==> src/rtl/vld_pkg.sv <==
// Shared types and constants for the OR1200 JPEG variable-length decode front end.
package vld_pkg;

  localparam int unsigned BUF_W      = 32;
  localparam int unsigned PEEK_W     = 16;
  localparam int unsigned ACCEPT_MAX = 24;
  localparam int unsigned CNT_W      = 6;
  localparam int unsigned LEN_W      = 5;
  localparam int unsigned BYTE_W     = 8;

  localparam logic [7:0] STUFF_PREFIX = 8'hFF;
  localparam logic [7:0] STUFF_ZERO   = 8'h00;

  typedef enum logic [1:0] {
    NORMAL = 2'd0,
    SAW_FF = 2'd1,
    MARKER = 2'd2
  } vld_state_t;

endpackage

==> src/rtl/or1200_vld_ctrl_if.sv <==
// Stream, peek/consume and marker signals between the byte source/decoder and the VLD front end.
interface or1200_vld_ctrl_if;
  import vld_pkg::*;

  logic [BYTE_W-1:0] byte_i;
  logic              byte_valid_i;
  logic              byte_ready_o;
  logic [PEEK_W-1:0] peek_o;
  logic [CNT_W-1:0]  avail_o;
  logic              consume_i;
  logic [LEN_W-1:0]  consume_len_i;
  logic              clear_i;
  logic              marker_o;
  logic [BYTE_W-1:0] marker_code_o;
  logic              marker_ack_i;
  logic              err_o;

  modport slave (
    input  byte_i, byte_valid_i, consume_i, consume_len_i, clear_i, marker_ack_i,
    output byte_ready_o, peek_o, avail_o, marker_o, marker_code_o, err_o
  );

  modport master (
    output byte_i, byte_valid_i, consume_i, consume_len_i, clear_i, marker_ack_i,
    input  byte_ready_o, peek_o, avail_o, marker_o, marker_code_o, err_o
  );
endinterface

==> src/rtl/or1200_vld_destuff.sv <==
// Byte destuffing FSM: strips 0xFF/0x00 stuffing, drops fill bytes, latches markers.
module or1200_vld_destuff
  import vld_pkg::*;
(
  input  logic              clk_i,
  input  logic              rst_i,
  input  logic              clear_i,
  input  logic              take_i,
  input  logic [BYTE_W-1:0] byte_i,
  input  logic              marker_ack_i,
  output vld_state_t        state_o,
  output logic              append_valid_o,
  output logic [BYTE_W-1:0] append_byte_o,
  output logic              marker_o,
  output logic [BYTE_W-1:0] marker_code_o
);

  vld_state_t        state_q, state_d;
  logic              marker_q, marker_d;
  logic [BYTE_W-1:0] code_q, code_d;

  always_ff @(posedge clk_i or posedge rst_i) begin
    if (rst_i) begin
      state_q  <= NORMAL;
      marker_q <= 1'b0;
      code_q   <= '0;
    end else begin
      state_q  <= state_d;
      marker_q <= marker_d;
      code_q   <= code_d;
    end
  end

  // append_* are same-cycle strobes into the shift buffer
  always_comb begin
    state_d        = state_q;
    marker_d       = marker_q;
    code_d         = code_q;
    append_valid_o = 1'b0;
    append_byte_o  = byte_i;
    if (clear_i) begin
      state_d  = NORMAL;
      marker_d = 1'b0;
    end else begin
      unique case (state_q)
        NORMAL: begin
          if (take_i) begin
            if (byte_i == STUFF_PREFIX) state_d = SAW_FF;
            else                        append_valid_o = 1'b1;
          end
        end
        SAW_FF: begin
          if (take_i) begin
            if (byte_i == STUFF_ZERO) begin
              append_valid_o = 1'b1;
              append_byte_o  = STUFF_PREFIX;
              state_d        = NORMAL;
            end else if (byte_i != STUFF_PREFIX) begin
              code_d   = byte_i;
              marker_d = 1'b1;
              state_d  = MARKER;
            end
          end
        end
        MARKER: begin
          if (marker_ack_i) begin
            marker_d = 1'b0;
            state_d  = NORMAL;
          end
        end
        default: state_d = NORMAL;
      endcase
    end
  end

  assign state_o       = state_q;
  assign marker_o      = marker_q;
  assign marker_code_o = code_q;

endmodule

==> src/rtl/or1200_vld_ctrl.sv <==
// VLD front end: destuffed bytes fill an MSB-aligned bit buffer that the decoder peeks and consumes.
module or1200_vld_ctrl
  import vld_pkg::*;
(
  input  logic                 clk_i,
  input  logic                 rst_i,
  or1200_vld_ctrl_if.slave     bus
);

  logic [BUF_W-1:0]  buf_q, buf_d, buf_sh;
  logic [CNT_W-1:0]  cnt_q, cnt_d, cnt_sh;
  logic              err_q, err_d;
  logic              byte_take, cons_req, cons_ok, cons_bad;
  logic              app_valid;
  logic [BYTE_W-1:0] app_byte;
  vld_state_t        state;

  assign bus.byte_ready_o = (state != MARKER) && (cnt_q <= CNT_W'(ACCEPT_MAX));
  assign byte_take        = bus.byte_valid_i && bus.byte_ready_o && !bus.clear_i;

  assign cons_req = bus.consume_i && (bus.consume_len_i != '0);
  assign cons_ok  = cons_req && (bus.consume_len_i <= LEN_W'(PEEK_W))
                             && (CNT_W'(bus.consume_len_i) <= cnt_q);
  assign cons_bad = cons_req && !cons_ok;

  or1200_vld_destuff u_destuff (
    .clk_i          (clk_i),
    .rst_i          (rst_i),
    .clear_i        (bus.clear_i),
    .take_i         (byte_take),
    .byte_i         (bus.byte_i),
    .marker_ack_i   (bus.marker_ack_i),
    .state_o        (state),
    .append_valid_o (app_valid),
    .append_byte_o  (app_byte),
    .marker_o       (bus.marker_o),
    .marker_code_o  (bus.marker_code_o)
  );

  // Consume first, then drop the new byte directly below the surviving bits
  always_comb begin
    buf_sh = buf_q;
    cnt_sh = cnt_q;
    if (cons_ok) begin
      buf_sh = buf_q << bus.consume_len_i;
      cnt_sh = cnt_q - CNT_W'(bus.consume_len_i);
    end
    buf_d = buf_sh;
    cnt_d = cnt_sh;
    err_d = err_q | cons_bad;
    if (app_valid) begin
      buf_d = buf_sh | ({app_byte, {(BUF_W-BYTE_W){1'b0}}} >> cnt_sh);
      cnt_d = cnt_sh + CNT_W'(BYTE_W);
    end
    if (bus.clear_i) begin
      buf_d = '0;
      cnt_d = '0;
      err_d = 1'b0;
    end
  end

  always_ff @(posedge clk_i or posedge rst_i) begin
    if (rst_i) begin
      buf_q <= '0;
      cnt_q <= '0;
      err_q <= 1'b0;
    end else begin
      buf_q <= buf_d;
      cnt_q <= cnt_d;
      err_q <= err_d;
    end
  end

  assign bus.peek_o  = buf_q[BUF_W-1 -: PEEK_W];
  assign bus.avail_o = cnt_q;
  assign bus.err_o   = err_q;

endmodule
==> src/flat_wrapper.sv <==
// flat-port wrapper written by rule: the top's interface ports become plain ports
module or1200_vld_ctrl_flat import vld_pkg::*;
  (clk_i, rst_i, bus_byte_i, bus_byte_valid_i, bus_consume_i, bus_consume_len_i, bus_clear_i, bus_marker_ack_i, bus_byte_ready_o, bus_peek_o, bus_avail_o, bus_marker_o, bus_marker_code_o, bus_err_o);
  or1200_vld_ctrl_if bus_i ();
  input  logic clk_i;
  input  logic rst_i;
  input wire logic [$bits(bus_i.byte_i)-1:0] bus_byte_i;
  input wire logic [$bits(bus_i.byte_valid_i)-1:0] bus_byte_valid_i;
  input wire logic [$bits(bus_i.consume_i)-1:0] bus_consume_i;
  input wire logic [$bits(bus_i.consume_len_i)-1:0] bus_consume_len_i;
  input wire logic [$bits(bus_i.clear_i)-1:0] bus_clear_i;
  input wire logic [$bits(bus_i.marker_ack_i)-1:0] bus_marker_ack_i;
  output wire logic [$bits(bus_i.byte_ready_o)-1:0] bus_byte_ready_o;
  output wire logic [$bits(bus_i.peek_o)-1:0] bus_peek_o;
  output wire logic [$bits(bus_i.avail_o)-1:0] bus_avail_o;
  output wire logic [$bits(bus_i.marker_o)-1:0] bus_marker_o;
  output wire logic [$bits(bus_i.marker_code_o)-1:0] bus_marker_code_o;
  output wire logic [$bits(bus_i.err_o)-1:0] bus_err_o;
  assign bus_i.byte_i = bus_byte_i;
  assign bus_i.byte_valid_i = bus_byte_valid_i;
  assign bus_i.consume_i = bus_consume_i;
  assign bus_i.consume_len_i = bus_consume_len_i;
  assign bus_i.clear_i = bus_clear_i;
  assign bus_i.marker_ack_i = bus_marker_ack_i;
  assign bus_byte_ready_o = bus_i.byte_ready_o;
  assign bus_peek_o = bus_i.peek_o;
  assign bus_avail_o = bus_i.avail_o;
  assign bus_marker_o = bus_i.marker_o;
  assign bus_marker_code_o = bus_i.marker_code_o;
  assign bus_err_o = bus_i.err_o;
  or1200_vld_ctrl u_core (.clk_i(clk_i), .rst_i(rst_i), .bus(bus_i));
endmodule
==> config.mk <==
export PLATFORM = sky130hd
export DESIGN_NAME = or1200_vld_ctrl_flat
export DESIGN_NICKNAME = d
export VERILOG_FILES = /design/src/rtl/vld_pkg.sv /design/src/rtl/or1200_vld_ctrl_if.sv /design/src/rtl/or1200_vld_destuff.sv /design/src/rtl/or1200_vld_ctrl.sv /design/src/flat_wrapper.sv
export SDC_FILE = /design/constraint.sdc
export NUM_CORES = 1
export LEC_CHECK = 0
export BUFFER_PORTS_ARGS = -buffer_cell sky130_fd_sc_hd__buf_2
export CORE_MARGIN = 5
export CORE_UTILIZATION = 50
export CTS_BUF_LIST = sky130_fd_sc_hd__clkbuf_4 sky130_fd_sc_hd__clkbuf_8
export CTS_CLUSTER_SIZE = 25
export DETAILED_ROUTE_END_ITERATION = 8
export GPL_TIMING_DRIVEN = 1
export PLACE_DENSITY_LB_ADDON = 0.1
export SLEW_MARGIN = 20
export SYNTH_ARGS = -nofsm -noshare
export SYNTH_HDL_FRONTEND = slang
export SYNTH_SLANG_ARGS = --single-unit
export TNS_END_PERCENT = 1
==> constraint.sdc <==
create_clock -name clk_i -period 4.4 [get_ports clk_i]
set_input_delay 0.22 -clock clk_i [delete_from_list [all_inputs] [get_ports clk_i]]
set_output_delay 0.22 -clock clk_i [all_outputs]
set_load 0.005 [all_outputs]
-- After elaboration in Yosys (flattened, before gate mapping)
Cells that the tools add are included.
- $add $sub $neg: 2
- $lt $le $gt $ge: 3
- equal/unequal tests: 12
- shift-type cells: 2
- muxes and demuxes: 31
- bitwise gates (word level): 4
- reduce and logical (&&, ||, !) cells: 16
- operator list (operator ; number):
    $mux 32 ; 3
    $mux 8 ; 4
    $or 32x32->32 ; 1
    $shl 32x5->32 ; 1
    $shr 32x6->32 ; 1
    $mux 6 ; 3
    $reduce_and 5->1 ; 3
    $mux 2 ; 7
    $ne 3x3->1 const B ; 4
    $mux 1 ; 11
    $eq 8x8->1 const B ; 1
    $logic_not 8->1 ; 1
    $ne 8x8->1 const B ; 1
    $logic_and 1x1->1 ; 7
    $add 6x4->6 const B ; 1
    $le 5x6->1 ; 1
    $le 6x5->1 const B ; 1
    $ne 3x2->1 const B ; 2
    $pmux 2 s3 ; 1
    $sub 6x5->6 ; 1
    $le 5x5->1 const B ; 1
    $reduce_bool 5->1 ; 1
    $ne 4x4->1 const B ; 1
    $pmux 1 s2 ; 2
    other kinds (8) ; 10
- flip-flop bits (word level): 50
- input bits: 19
- output and inout bits: 33
- word-level logic and storage cells: 76

-- Logic depth before layout (Yosys ltp)
Gate-level depths: netlist (run 1).
- depth after elaboration: 11
- mapped depth: 16
- mapped depth without buffers: 14

-- Cells and area by module
A second synthesis (run 1) with hierarchy kept.
- cells, all modules: 544
- area total of the unflattened synthesis: 4873.4 µm²
- modules (own cells, without submodules) (module ; instances ; cells an instance ; area an instance (µm²) ; seq. area each (µm²)):
    or1200_vld_ctrl ; 1 ; 494 ; 4322.9 ; 975.9
    or1200_vld_destuff ; 1 ; 50 ; 550.5 ; 275.3

-- Worst setup path before layout (run 1)
No wires, ideal clock.
- path type: input-to-reg
- start point: input port bus_consume_len_i[2]
- end point: register u_core.buf_q[9]
- library setup time: 143 ps
- data arrival time: 3582 ps
- data required time: 4257 ps
- path slack: 675 ps
- stages on the path: 14
- path buffers: 4
- path through: clkbuf_1 inv_1 clkbuf_1 clkbuf_1 ha_1 and4_1 a211o_1 o21ai_2 mux2_4 buf_2 a221oi_1 a21oi_1 o22ai_1 o221ai_1
- cells in the longest elaborated chain, start to end: 9
- elaborated cells on any way between the ends: 14
- those cells by class: add/sub: 1; order compare: 2; shift: 2; mux: 4; bitwise: 1; reduce/logical: 4
- ends and longest elaborated chain (what ; line ; RTL):
    from (decl) ; flat_wrapper.sv:10 ; input wire logic [$bits(bus_i.consume_len_i)-1:0] bus_consume_len_i;
    parallel branches: the longest is 7 deep, another holds $le 5x5->1 ; -- ;
    $mux 32 (*) ; or1200_vld_ctrl.sv:51 ; if (app_valid) begin
    $mux 32 (*) ; or1200_vld_ctrl.sv:55 ; if (bus.clear_i) begin
    via u_core.buf_d[9] ; or1200_vld_ctrl.sv:10 ; logic [BUF_W-1:0] buf_q, buf_d, buf_sh;
    to (signal assigned) ; or1200_vld_ctrl.sv:68 ; buf_q <= buf_d;
    to (decl) ; or1200_vld_ctrl.sv:10 ;
Mark *: on every way through the listed nets, which the timed path passes.
A chain may end at the register's enable or synchronous reset.

-- Worst setup path after layout (run 1)
- start point: register u_core.cnt_q[0] (netlist: u_core.bus.avail_o[0])
- end point: register u_core.buf_q[9]
- cells in the longest elaborated chain, start to end: 11
- elaborated cells on any way between the ends: 20
- those cells by class: add/sub: 1; order compare: 2; shift: 1; mux: 11; bitwise: 1; reduce/logical: 4
- ends and longest elaborated chain (what ; line ; RTL):
    from (decl) ; or1200_vld_ctrl.sv:11 ; logic [CNT_W-1:0] cnt_q, cnt_d, cnt_sh;
    from (signal assigned) ; or1200_vld_ctrl.sv:69 ; cnt_q <= cnt_d;
    $le 6x5->1 ; or1200_vld_ctrl.sv:18 ; assign bus.byte_ready_o = (state != MARKER) && (cnt_q <= CNT_W'(ACCEPT_MAX));
    $logic_and 1x1->1 ; or1200_vld_ctrl.sv:18 ;
    $logic_and 1x1->1 (2 in a row) ; or1200_vld_ctrl.sv:19 ; assign byte_take = bus.byte_valid_i && bus.byte_ready_o && !bus.clear_i;
    $mux 8 ; or1200_vld_destuff.sv:53 ; if (take_i) begin
    $mux 8 ; or1200_vld_destuff.sv:45 ; unique case (state_q)
    $mux 8 ; or1200_vld_destuff.sv:41 ; if (clear_i) begin
    $shr 32x6->32 ; or1200_vld_ctrl.sv:52 ; buf_d = buf_sh | ({app_byte, {(BUF_W-BYTE_W){1'b0}}} >> cnt_sh);
    $or 32x32->32 ; or1200_vld_ctrl.sv:52 ;
    $mux 32 (*) ; or1200_vld_ctrl.sv:51 ;
    $mux 32 (*) ; or1200_vld_ctrl.sv:55 ;
    via u_core.buf_d[9] ; or1200_vld_ctrl.sv:10 ;
The timed path passes the listed nets; every way through them passes the cells marked *.

==> results.env, run 1 <==
RUN_STATUS='finished clean'
GRT_USE_TOTAL_PCT=26.9
RESIZED_CELLS_POST_CTS=0
PLACED_AREA_SQ_MM=0.00509
SIGNED_AREA_CHANGE_FROM_THE_SYNTHESIZED_NETLIST_TO_THE_FINAL_LAYOUT_PCT=6.26
TIMING.RR.START='u_core.bus.avail_o[0]'
DRC=0
ANTENNA_NETS_POST_ROUTE=0
COMB_POWER_SHARE_PCT=34.9
HOLDWS_NS=0.0336
PIN_COUNT=52
SYNTH_AREA_PER_CELL_SQ_UM=8.79
DRIVE_ABOVE_1_SHARE_PCT=22.5
SYNTH.CELL_AREA_SQ_MM=0.00488
WORST-R2R-SETUP-SLACK_NS=0.65
SKEW_NS=0.00655
CLOCK-SINKS=50
SYNTH-SEQ-CELLS=50
DIODES=0
SYNTH_SEQ_AREA_SHARE_PCT=25.6
FINALSETUPVIOLATIONS=0
SYNTH.TOP_CELL.AREA_SHARE_PCT=25.6
PRE_CTS_SLACK_NS=0.699
DRT_WL_TOTAL_UM=15400
CLK_LATENCY_NS=0.32
ROUTED_WIRE_LENGTH_PER_INSTANCE_UM=21.9
POST-ROUTE-UTIL_PCT=53.8
DPL.CELL_COUNT=693
CTS.HOLD.BUFFERS_ADDED=0
SYNTHESIS.INSTANCES=555
TIMING.MAX_CAP.VIOLATIONS=0
WORSTMARGINPINSLEW_NS=0.856
REPORT.POWER.TOTAL_mW=1.24
TIMING.CRITICAL_PATH.FROM_TYPE='flip-flop'
DETAIL_ROUTE.ITER0.VIOLATIONS=355
VIASPERCELL=6.67
P_PER_AREA_mW_PER_MM2=239
STARTPOINT='u_core.bus.avail_o[0]'
SYNTH_WARNINGS=0
LAYOUT.FILLER_CELLS=967
WORST_SETUP_HOLD_PATH_CLK_SLEW_NS=0.10
WORST_SLEW_MARGIN_REL_PCT=42.9
INITIAL_CORE_UTIL_PCT=50.6
NETSWITCHINGFRACTION_PCT=38.1
GRT_PASS1_WL_UM=24800
IO_BUFFERS=51
RR_ENDPOINT='u_core.buf_q[9]'
POWER.NET_SWITCHING_mW=0.472
DR_TOTAL_VIAS=4673
FLOORPLAN.DIE_AREA_SQ_MM=0.0118
SEQ_POWER_SHARE_PCT=42.5
SYNTHDOMINANTAREACELLTYPE='sky130_fd_sc_hd__dfrtp_1'
CORE_AREA_SQ_MM=0.00964
FINAL_PERIOD_MINUS_WORST_SETUP_SLACK_NS=3.75
FIN_CRIT_SH_PCT=85.2
IRDROPWORSTVDD_mV=0.149
MIN_SETUP_SLACK_POST_ROUTE_NS=0.651
GRT_ANTENNA_BEFORE_REPAIR=0
POST-CTS-SETUP-BUFFERS=0
DIEWIDTH_UM=109
FINAL_MAX_SLEW_VIOL_COUNT=0
CRIT_ARRIVAL_NS=3.92
FINALSETUPTNS_NS=0
DP_HPWL_UM=11800
SYNTH.MOST_COMMON_CELL='sky130_fd_sc_hd__nand2_1'
NETS=593
PATH_MAX_FANOUT=5
WORSTHOLDPATHTYPE='input port to asynchronous set/reset pin'
POSTLAYOUTCELLAREA_SQ_MM=0.00518
PIN_COUNT_OF_THE_BIGGEST_NET_ENTERING_GLOBAL_ROUTING=51
NUMBER_OF_BUFFERS_CREATED_BY_CTS=5
DIE_Y_UM=109
SYNTH_CELL_TYPE_COUNT=75
TRITONCTS='yes'
INTERNAL-POWER_mW=0.769
R2R_CELLS=12
ENDPOINT_KIND='flip-flop'
DETAILEDROUTE.FIRSTPASSITERATIONCOUNT=5
ACHIEVABLE-FREQUENCY_GHz=0.267
SETUP_REPAIR_AFTER_GLOBAL_ROUTING_MISSED_ITS_MARGIN='false'
YS_TOP_CELLS_BY_AREA='sky130_fd_sc_hd__dfrtp_1 26%, sky130_fd_sc_hd__mux4_2 11%, sky130_fd_sc_hd__nand2_1 5.8%'
WORSTPATHREQUIRED_NS=4.57
CTS.ROOT.BUFFER_CELL='sky130_fd_sc_hd__clkbuf_8'
CRITPATHKIND='flip-flop to flip-flop'
SYN-NUM-NETS=581
YOSYS-TOP-CELLS-COUNT='75 x sky130_fd_sc_hd__nand2_1, 51 x sky130_fd_sc_hd__nor2_1, 50 x sky130_fd_sc_hd__dfrtp_1'
FINAL_CELL_COUNT_NO_FILL=701
CLOCKPOWERSHARE_PCT=22.6
SYNTH_FLOP_CELL='sky130_fd_sc_hd__dfrtp_1'
HTREE_NUM_LEVELS=2
GRT_PASS1_VIAS=4623
CTSLONGESTPATHBUFFERS=2
TIMING_HOLD_VIOLATIONS_FINAL=0
CORE.ROWCOUNT=36
LEAKAGE_POWER_FIGURE_nW=2.16
ROUTABILITYCONGESTION=0.941
NUMBER_OF_SYNTHESIZED_FLOPS_WITH_AN_ENABLE_PIN=0
GRT_OVERFLOW_TOTAL=0
SYNTHARSTFLOPSHARE_PCT=100
-- final cells by class --
cell class	instances	area (sq um)	share of cell area [%]
multi-input combinational	438	3300	63.7
sequential	50	1250	24.1
timing repair buffer	61	330	6.37
tap	133	166	3.21
clock buffer	5	68.8	1.33
inverter	11	42.5	0.821
clock inverter	3	21.3	0.410
-- flip-flops by register name, indices dropped and copies added, names as in the netlist --
| name | count |
|---|---|
| u_core.u_destuff.marker_o | 1 |
| u_core.buf_q | 32 |
| u_core.u_destuff.marker_code_o | 8 |
| u_core.bus.err_o | 1 |
| u_core.bus.avail_o | 6 |
| u_core.u_destuff.state_o | 2 |
-- cell usage in the layout (no fill, tap or decap), drive strengths merged, types with 8 or more instances in the layout --
cell type / count
nor2: 52
inv: 8
a211oi: 13
a21oi: 34
nand2: 75
dfrtp: 50
buf: 61
o21ai: 28
o211ai: 8
nor3: 19
mux2i: 30
a31oi: 12
mux4: 25
mux2: 17
-- power groups by stage --
| stage | Combinational [mW] | Clock (mW) | Sequential [mW] |
|---|---|---|---|
| final | 0.433 | 0.280 | 0.528 |
| after global routing | 0.472 | 0.306 | 0.533 |
| after detailed placement | 0.429 | 0 | 0.536 |
| after floorplan | 0.333 | 0 | 0.519 |
| after global placement | 0.427 | 0 | 0.535 |
| after CTS | 0.431 | 0.290 | 0.527 |
-- how the worst max path moves through the flow --
stage | slack (ns) | end | cells past startpoint
floorplan | 0.68 | u_core.buf_q[9] | 14
finish | 0.65 | u_core.buf_q[9] | 12
detailed placement | 0.70 | u_core.buf_q[24] | 12
global route | 0.39 | u_core.buf_q[24] | 13
CTS | 0.75 | u_core.buf_q[24] | 13
global placement | 0.76 | u_core.buf_q[9] | 11
-- kinds of logic (layout without fill, tap and decap cells) --
| group | after synthesis | in the layout | synth area share, % |
|---|---|---|---|
| buffers and inverters | 67 | 80 | 6.80 |
| and+or+nand+nor | 191 | 191 | 18.3 |
| DFF | 50 | 50 | 25.6 |
| AOI/OAI and AO/OA | 165 | 165 | 24.7 |
| adders and majority gates | 7 | 7 | 1.95 |
| xor gates and xnor gates | 3 | 3 | 0.539 |
| muxes | 72 | 72 | 22.0 |
-- metal layers --
layer / share of wire (%) / wire (um) / vias to the layer above / global-route usage, %
li1: - / - / 2125 / -
met1: 43 / 6560 / 2295 / 36.6
met2: 48 / 7350 / 213 / 43.5
met4: 3.5 / 542 / 0 / 10.2
met3: 6.0 / 915 / 40 / 4.03
met5: 0 / 0 / - / 0
-- worst max-delay path, cell delays in order, from the launching register on --
cell and delay (ns):
sky130_fd_sc_hd__dfrtp_1 0.42, sky130_fd_sc_hd__inv_1 0.14, sky130_fd_sc_hd__ha_1 0.19, sky130_fd_sc_hd__inv_1 0.06, sky130_fd_sc_hd__fa_1 0.42, sky130_fd_sc_hd__a211oi_1 0.37
sky130_fd_sc_hd__nor2_1 0.17, sky130_fd_sc_hd__o211ai_1 0.41, sky130_fd_sc_hd__nand2_1 0.18, sky130_fd_sc_hd__a221oi_1 0.50, sky130_fd_sc_hd__a21oi_1 0.08, sky130_fd_sc_hd__o22ai_1 0.44
sky130_fd_sc_hd__o221ai_1 0.21
No activity file was read; power rests on OpenSTA's default activity.
==> run 2: changes to the inputs <==
Settings changed: PLACE_DENSITY from default to 0.78, PLACE_DENSITY_LB_ADDON 0.1 to default.
==> run 2 against run 1 <==
  * Utilization is 0.078 points lower
  * Total power is 1.0% higher
  * Die area stayed put
  * Combinational power hardly changed
  * Critical endpoint unchanged
==> results.env, run 2 (synthesis results as in run 1) <==
LEAKAGE_POWER_FIGURE_nW=2.15
DRC=0
IO_BUFFERS=51
CORE.ROWCOUNT=36
CTSLONGESTPATHBUFFERS=2
PIN_COUNT_OF_THE_BIGGEST_NET_ENTERING_GLOBAL_ROUTING=51
POST-CTS-SETUP-BUFFERS=0
TRITONCTS='yes'
ENDPOINT_KIND='flip-flop'
DR_TOTAL_VIAS=4736
RESIZED_CELLS_POST_CTS=0
PATH_COMMON_CELL='sky130_fd_sc_hd__inv_1'
WORSTPATHCELLLIST='inv_1 -> ha_1 -> inv_1 -> fa_1 -> a211oi_1 -> nor2_1 -> o211ai_1 -> nand2_1 -> a221oi_1 -> a21oi_1 -> o22ai_1 -> o221ai_1'
CRIT_ARRIVAL_NS=3.86
LAYOUT.CELLS.MOST_COMMON_LIST='75 x sky130_fd_sc_hd__nand2_1, 51 x sky130_fd_sc_hd__nor2_1, 51 x sky130_fd_sc_hd__buf_2, 50 x sky130_fd_sc_hd__dfrtp_1, 33 x sky130_fd_sc_hd__a21oi_1'
DIEWIDTH_UM=109
MULTI_INPUT_COMB_AREA_SQ_MM=0.00330
VIASPERCELL=6.78
FINAL_CELL_COUNT_NO_FILL=699
ANTENNA_NETS_POST_ROUTE=0
RUN_STATUS='finished clean'
WORST_SLEW_MARGIN_REL_PCT=43.7
REPORT.POWER.TOTAL_mW=1.25
P_PER_AREA_mW_PER_MM2=242
WORSTPATHREQUIRED_NS=4.55
NETS=591
TIMING.CRITICAL_PATH.BUF_INV=2
PIN_COUNT=52
WORSTMARGINPINSLEW_NS=0.844
FINAL_MAX_SLEW_VIOL_COUNT=0
INITIAL_CORE_UTIL_PCT=50.6
GRT_OVERFLOW_TOTAL=0
SKEW_NS=0.00925
TIMING.MAX_CAP.VIOLATIONS=0
HTREE_NUM_LEVELS=2
HOLDWS_NS=0.0306
CTS.HOLD.BUFFERS_ADDED=0
GRT_ANTENNA_BEFORE_REPAIR=0
CLOCKPOWERSHARE_PCT=23.3
CLK_LATENCY_NS=0.32
ROUTABILITYCONGESTION=0.940
ROUTED_WIRE_LENGTH_PER_INSTANCE_UM=21.5
WORSTHOLDPATHTYPE='input port to asynchronous set/reset pin'
DIODES=0
NUMBER_OF_BUFFERS_CREATED_BY_CTS=5
GRT_PASS1_WL_UM=24200
DETAILEDROUTE.FIRSTPASSITERATIONCOUNT=7
FLOORPLAN.DIE_AREA_SQ_MM=0.0118
LARGEST_REGISTER_FFS=32
DPL.CELL_COUNT=691
COMB_POWER_SHARE_PCT=34.6
CP_TOP_FAMILY='compound AO/OA/AOI/OAI gates'
SLOWEST_DELAY_NS=0.49
SEQ_POWER_SHARE_PCT=42.1
INTERNAL-POWER_mW=0.774
TIMING_HOLD_VIOLATIONS_FINAL=0
POWER.NET_SWITCHING_mW=0.480
GRT_USE_TOTAL_PCT=26.0
SETUP_REPAIR_AFTER_GLOBAL_ROUTING_MISSED_ITS_MARGIN='false'
IRDROPWORSTVDD_mV=0.172
REGAREA_SQ_MM=0.00125
FINAL_PERIOD_MINUS_WORST_SETUP_SLACK_NS=3.71
DRT_WL_TOTAL_UM=15000
ACHIEVABLE-FREQUENCY_GHz=0.269
CTS.ROOT.BUFFER_CELL='sky130_fd_sc_hd__clkbuf_8'
FINALSETUPVIOLATIONS=0
DP_HPWL_UM=11500
CP_SLOWEST_CELL='sky130_fd_sc_hd__o22ai_1'
PATH_MAX_FANOUT=5
FIN_CRIT_SH_PCT=84.4
DIE_Y_UM=109
FINALSETUPTNS_NS=0
DRIVE_ABOVE_1_SHARE_PCT=22.3
DETAIL_ROUTE.ITER0.VIOLATIONS=445
NETSWITCHINGFRACTION_PCT=38.3
LAYOUT.FILLER_CELLS=918
GRT_PASS1_VIAS=4592
TIMING.CRITICAL_PATH.FROM_TYPE='flip-flop'
LAYOUT_COMMONEST_CELL='sky130_fd_sc_hd__nand2_1'
REGISTER_WITH_THE_HIGHEST_FLOP_COUNT='u_core.buf_q'
WORST_SETUP_HOLD_PATH_CLK_SLEW_NS=0.10
CORE_AREA_SQ_MM=0.00964
CLOCK-SINKS=50
SIGNED_AREA_CHANGE_FROM_THE_SYNTHESIZED_NETLIST_TO_THE_FINAL_LAYOUT_PCT=6.10
CRITPATHKIND='flip-flop to flip-flop'
==> run 2: changes by cell type in the layout (fill, tap and decap cells not counted) <==
cell                         previous run  this run
sky130_fd_sc_hd__buf_4                 10         8
sky130_fd_sc_hd__clkinv_2               2         1
sky130_fd_sc_hd__clkinv_4               1         2
sky130_fd_sc_hd__clkinvlp_4             1         0
sky130_fd_sc_hd__inv_8                  0         1
==> run 2: per-layer routing <==
| metal | wire (um) | track usage [%] |
|---|---|---|
| met5 | 0 | 0 |
| met2 | 7040 | 41.7 |
| met1 | 6130 | 35.5 |
| met3 | 1230 | 3.85 |
| met4 | 623 | 10.4 |
==> run 2: stage by stage <==
stage                     setup slack [ns]  utilization (%)  instance area [sq um]
final                                0.688             53.7                   5180
after global routing                 0.448             53.7                   5180
after CTS                            0.802             53.7                   5170
after detailed placement             0.692             52.7                   5080
after global placement               0.696             52.7                   5080
after floorplan                      0.675                -                   4880
==> run 2: area by class of cell <==
cell class | count | share of cell area [%]
Clock inverter | 3 | 0.556
Timing Repair Buffer | 59 | 6.09
Inverter | 11 | 0.822
Tap cell | 133 | 3.21
Multi-Input combinational cell | 438 | 63.8
Clock buffer | 5 | 1.33
Sequential cell | 50 | 24.2
==> run 2: path summary, 6_finish.rpt <==
kind / depth (start not counted) / slack (ns) / endpoint / startpoint
max: 12 / 0.69 / u_core.buf_q[9] / u_core.bus.avail_o[0]
min: 2 / 0.03 / u_core.u_destuff.marker_code_o[7] / rst_i
max reg2reg: 12 / 0.69 / u_core.buf_q[9] / u_core.bus.avail_o[0]
min reg2reg: 2 / 0.51 / u_core.bus.err_o / u_core.bus.err_o
max in group asynchronous: 2 / 3.86 / u_core.buf_q[3] / rst_i
min in group clk_i: 2 / 0.09 / u_core.u_destuff.marker_o / bus_marker_ack_i
==> run 2: worst reg2reg max path: cells and delay by family, from the launching register on <==
family	cells	cell delay, ns
flops	1	0.42
fa+ha+maj	2	0.60
compound gates	6	2.01
simple gates	2	0.34
buf+inv	2	0.19
==> run 2: power by group through the flow <==
stage / registers [mW] / clock network, mW / logic, mW
final: 0.528 / 0.292 / 0.434
after global routing: 0.532 / 0.316 / 0.471
after CTS: 0.526 / 0.297 / 0.429
after detailed placement: 0.535 / 0 / 0.426
after global placement: 0.534 / 0 / 0.423
after floorplan: 0.519 / 0 / 0.333
==> run 3: changes to the inputs <==
Settings changed: PLACE_DENSITY 0.78 to 0.8.
Clock period 4.4 ns to 3.03 ns, I/O delays scaled along.
==> run 3 against run 2 <==
  * The run now ends with hold timing, setup timing left
  * Highest routed layer unchanged
  * Final cell count grew 6.7%
  * Clock power grew 39%
  * Clock skew shrank 0.0025 ns
  * Total power grew 52%
==> results.env, run 3 (synthesis results as in run 1) <==
RUN_STATUS='finished with violations'
FAILING_CHECKS='hold timing, setup timing'
ANTENNA_NETS_POST_ROUTE=0
TIMING.MAX_CAP.VIOLATIONS=0
WORSTPATHREQUIRED_NS=3.22
TIMING_HOLD_VIOLATIONS_FINAL=50
POSTLAYOUTCELLAREA_SQ_MM=0.00567
WORSTPATHCELLLIST='inv_2 -> ha_4 -> inv_2 -> fa_2 -> a211oi_4 -> or2_4 -> a211oi_4 -> nor2_4 -> mux4_2 -> a2bb2oi_4 -> mux2_4 -> o2bb2ai_1'
DETAILEDROUTE.FIRSTPASSITERATIONCOUNT=7
LAYOUT.FILLER_CELLS=865
PIN_COUNT_OF_THE_BIGGEST_NET_ENTERING_GLOBAL_ROUTING=51
LAYOUT_COMMONEST_CELL='sky130_fd_sc_hd__nand2_1'
SKEW_NS=0.00678
DIODES=0
WORST_SETUP_HOLD_PATH_CLK_SLEW_NS=0.10
CTSLONGESTPATHBUFFERS=2
NETS=638
INITIAL_CORE_UTIL_PCT=50.6
MIN_SETUP_SLACK_POST_ROUTE_NS=-0.0252
TIMING.CRITICAL_PATH.BUF_INV=2
CRITPATHKIND='flip-flop to flip-flop'
DETAIL_ROUTE.ITER0.VIOLATIONS=493
NUMBER_OF_BUFFERS_CREATED_BY_CTS=5
CRIT_ARRIVAL_NS=3.25
HTREE_NUM_LEVELS=2
ENDPOINT_KIND='flip-flop'
DP_HPWL_UM=12100
LARGEST_REGISTER_FFS=32
LEAKAGE_POWER_FIGURE_nW=2.42
GRT_PASS1_VIAS=4726
PATH_MAX_FANOUT=5
ROUTED_WIRE_LENGTH_PER_INSTANCE_UM=21.0
GRT_USE_TOTAL_PCT=27.1
DIE_Y_UM=109
TRITONCTS='yes'
DRT_WL_TOTAL_UM=15600
GRT_ANTENNA_BEFORE_REPAIR=0
WORST_SLEW_MARGIN_REL_PCT=44.5
CORE.ROWCOUNT=36
MULTI_INPUT_COMB_AREA_SQ_MM=0.00343
SETUP_REPAIR_AFTER_GLOBAL_ROUTING_MISSED_ITS_MARGIN='true'
CP_TOP_FAMILY='multiplexers'
POWER.NET_SWITCHING_mW=0.710
PLACED_AREA_SQ_MM=0.00546
ACHIEVABLE-FREQUENCY_GHz=0.327
DRIVE_ABOVE_1_SHARE_PCT=32.0
FINAL_MAX_SLEW_VIOL_COUNT=0
HOLDWS_NS=-0.0421
REGISTER_WITH_THE_HIGHEST_FLOP_COUNT='u_core.buf_q'
WORSTMARGINPINSLEW_NS=0.831
CLK_LATENCY_NS=0.32
INTERNAL-POWER_mW=1.19
TIMING.CRITICAL_PATH.FROM_TYPE='flip-flop'
VIASPERCELL=6.63
DR_TOTAL_VIAS=4943
DRC=0
CORE_AREA_SQ_MM=0.00964
FINALSETUPVIOLATIONS=2
WORSTHOLDPATHTYPE='input port to asynchronous set/reset pin'
PIN_COUNT=52
FIN_CRIT_SH_PCT=101
IO_BUFFERS=51
DIEWIDTH_UM=109
SLOWEST_DELAY_NS=0.58
IRDROPWORSTVDD_mV=0.229
NETSWITCHINGFRACTION_PCT=37.3
COMB_POWER_SHARE_PCT=38.6
FLOORPLAN.DIE_AREA_SQ_MM=0.0118
ROUTABILITYCONGESTION=0.965
FINAL_PERIOD_MINUS_WORST_SETUP_SLACK_NS=3.06
REGAREA_SQ_MM=0.00125
CLOCKPOWERSHARE_PCT=21.3
SIGNED_AREA_CHANGE_FROM_THE_SYNTHESIZED_NETLIST_TO_THE_FINAL_LAYOUT_PCT=16.1
P_PER_AREA_mW_PER_MM2=336
GRT_OVERFLOW_TOTAL=0
CP_SLOWEST_CELL='sky130_fd_sc_hd__mux4_2'
CTS.ROOT.BUFFER_CELL='sky130_fd_sc_hd__clkbuf_8'
SEQ_POWER_SHARE_PCT=40.1
LAYOUT.CELLS.MOST_COMMON_LIST='75 x sky130_fd_sc_hd__nand2_1, 53 x sky130_fd_sc_hd__buf_4, 51 x sky130_fd_sc_hd__buf_2, 50 x sky130_fd_sc_hd__nor2_1, 50 x sky130_fd_sc_hd__dfrtp_1'
CTS.HOLD.BUFFERS_ADDED=0
CLOCK-SINKS=50
POST-ROUTE-UTIL_PCT=58.8
GRT_PASS1_WL_UM=25100
[run 3: changes by cell type in the layout (fill, tap and decap cells not counted), sizes merged]
cell / delta
buf: +47
clkinv: -2
clkinvlp: +2
[run 3: stage by stage]
stage / instances / hold slack (ns) / TNS (ns) / setup slack, ns / total power [mW]
5_1_grt: 746 / 0.0271 / -1.90 / -0.161 / 2.00
3_3_place_gp: 736 / 0.356 / 0 / 0.0447 / 1.45
3_5_place_dp: 736 / 0.370 / 0 / 0.00272 / 1.47
6_report: 746 / -0.0421 / -0.0265 / -0.0252 / 1.90
4_1_cts: 744 / 0.0304 / 0 / 0.0246 / 1.87
2_1_floorplan: 555 / 0.258 / 0 / 0.00232 / 1.25
[run 3: timing repair]
action	4_1_cts	5_1_grt
hold endpoints to repair	0	0
endpoints found under the setup margin	2	32
resized for setup	0	21
pin swaps	1	7
cloned	0	0
buffers inserted	0	2
[run 3: worst reg2reg max path, cell delays in order (launching register included)]
cell,delay (ns)
sky130_fd_sc_hd__dfrtp_1,0.40
sky130_fd_sc_hd__inv_2,0.09
sky130_fd_sc_hd__ha_4,0.14
sky130_fd_sc_hd__inv_2,0.04
sky130_fd_sc_hd__fa_2,0.38
sky130_fd_sc_hd__a211oi_4,0.29
sky130_fd_sc_hd__or2_4,0.19
sky130_fd_sc_hd__a211oi_4,0.07
sky130_fd_sc_hd__nor2_4,0.20
sky130_fd_sc_hd__mux4_2,0.58
sky130_fd_sc_hd__a2bb2oi_4,0.18
sky130_fd_sc_hd__mux2_4,0.27
sky130_fd_sc_hd__o2bb2ai_1,0.12
[run 3: worst paths after layout]
check / slack [ns] / to / from / cells after the start
setup / recovery: -0.03 / u_core.buf_q[3] / u_core.bus.avail_o[0] / 12
hold / removal: -0.04 / u_core.u_destuff.marker_code_o[6] / rst_i / 2
setup reg to reg: -0.03 / u_core.buf_q[3] / u_core.bus.avail_o[0] / 12
hold reg to reg: 0.50 / u_core.u_destuff.state_o[0] / u_core.u_destuff.state_o[1] / 1
max in group asynchronous: 2.56 / u_core.bus.avail_o[4] / rst_i / 2
min in group clk_i: 0.03 / u_core.u_destuff.marker_o / bus_marker_ack_i / 2
[run 3: layout make-up]
class                      instances  share of cell area [%]
tap                              133                    2.94
timing repair buffer             106                    12.1
inverter                          11                   0.795
multi-input combinational        438                    60.5
sequential                        50                    22.1
clock inverter                     3                   0.420
clock buffer                       5                    1.21
[run 3: power groups by stage]
stage / combinational, mW / sequential, mW / clock [mW]
2_1_floorplan: 0.496 / 0.753 / 0
3_3_place_gp: 0.682 / 0.770 / 0
3_5_place_dp: 0.692 / 0.773 / 0
4_1_cts: 0.695 / 0.760 / 0.416
5_1_grt: 0.791 / 0.768 / 0.439
6_report: 0.734 / 0.763 / 0.405
[run 3: layer usage]
layer  wire length, um  GRT usage, %  part of all wire [%]  vias up
li1                  -             -                     -     2222
met1              6450          37.0                    41     2382
met2              7570          45.9                    48      303
met5                 0             0                     0        -
met4               368          8.21                   2.4        0
met3              1260          2.37                   8.1       36
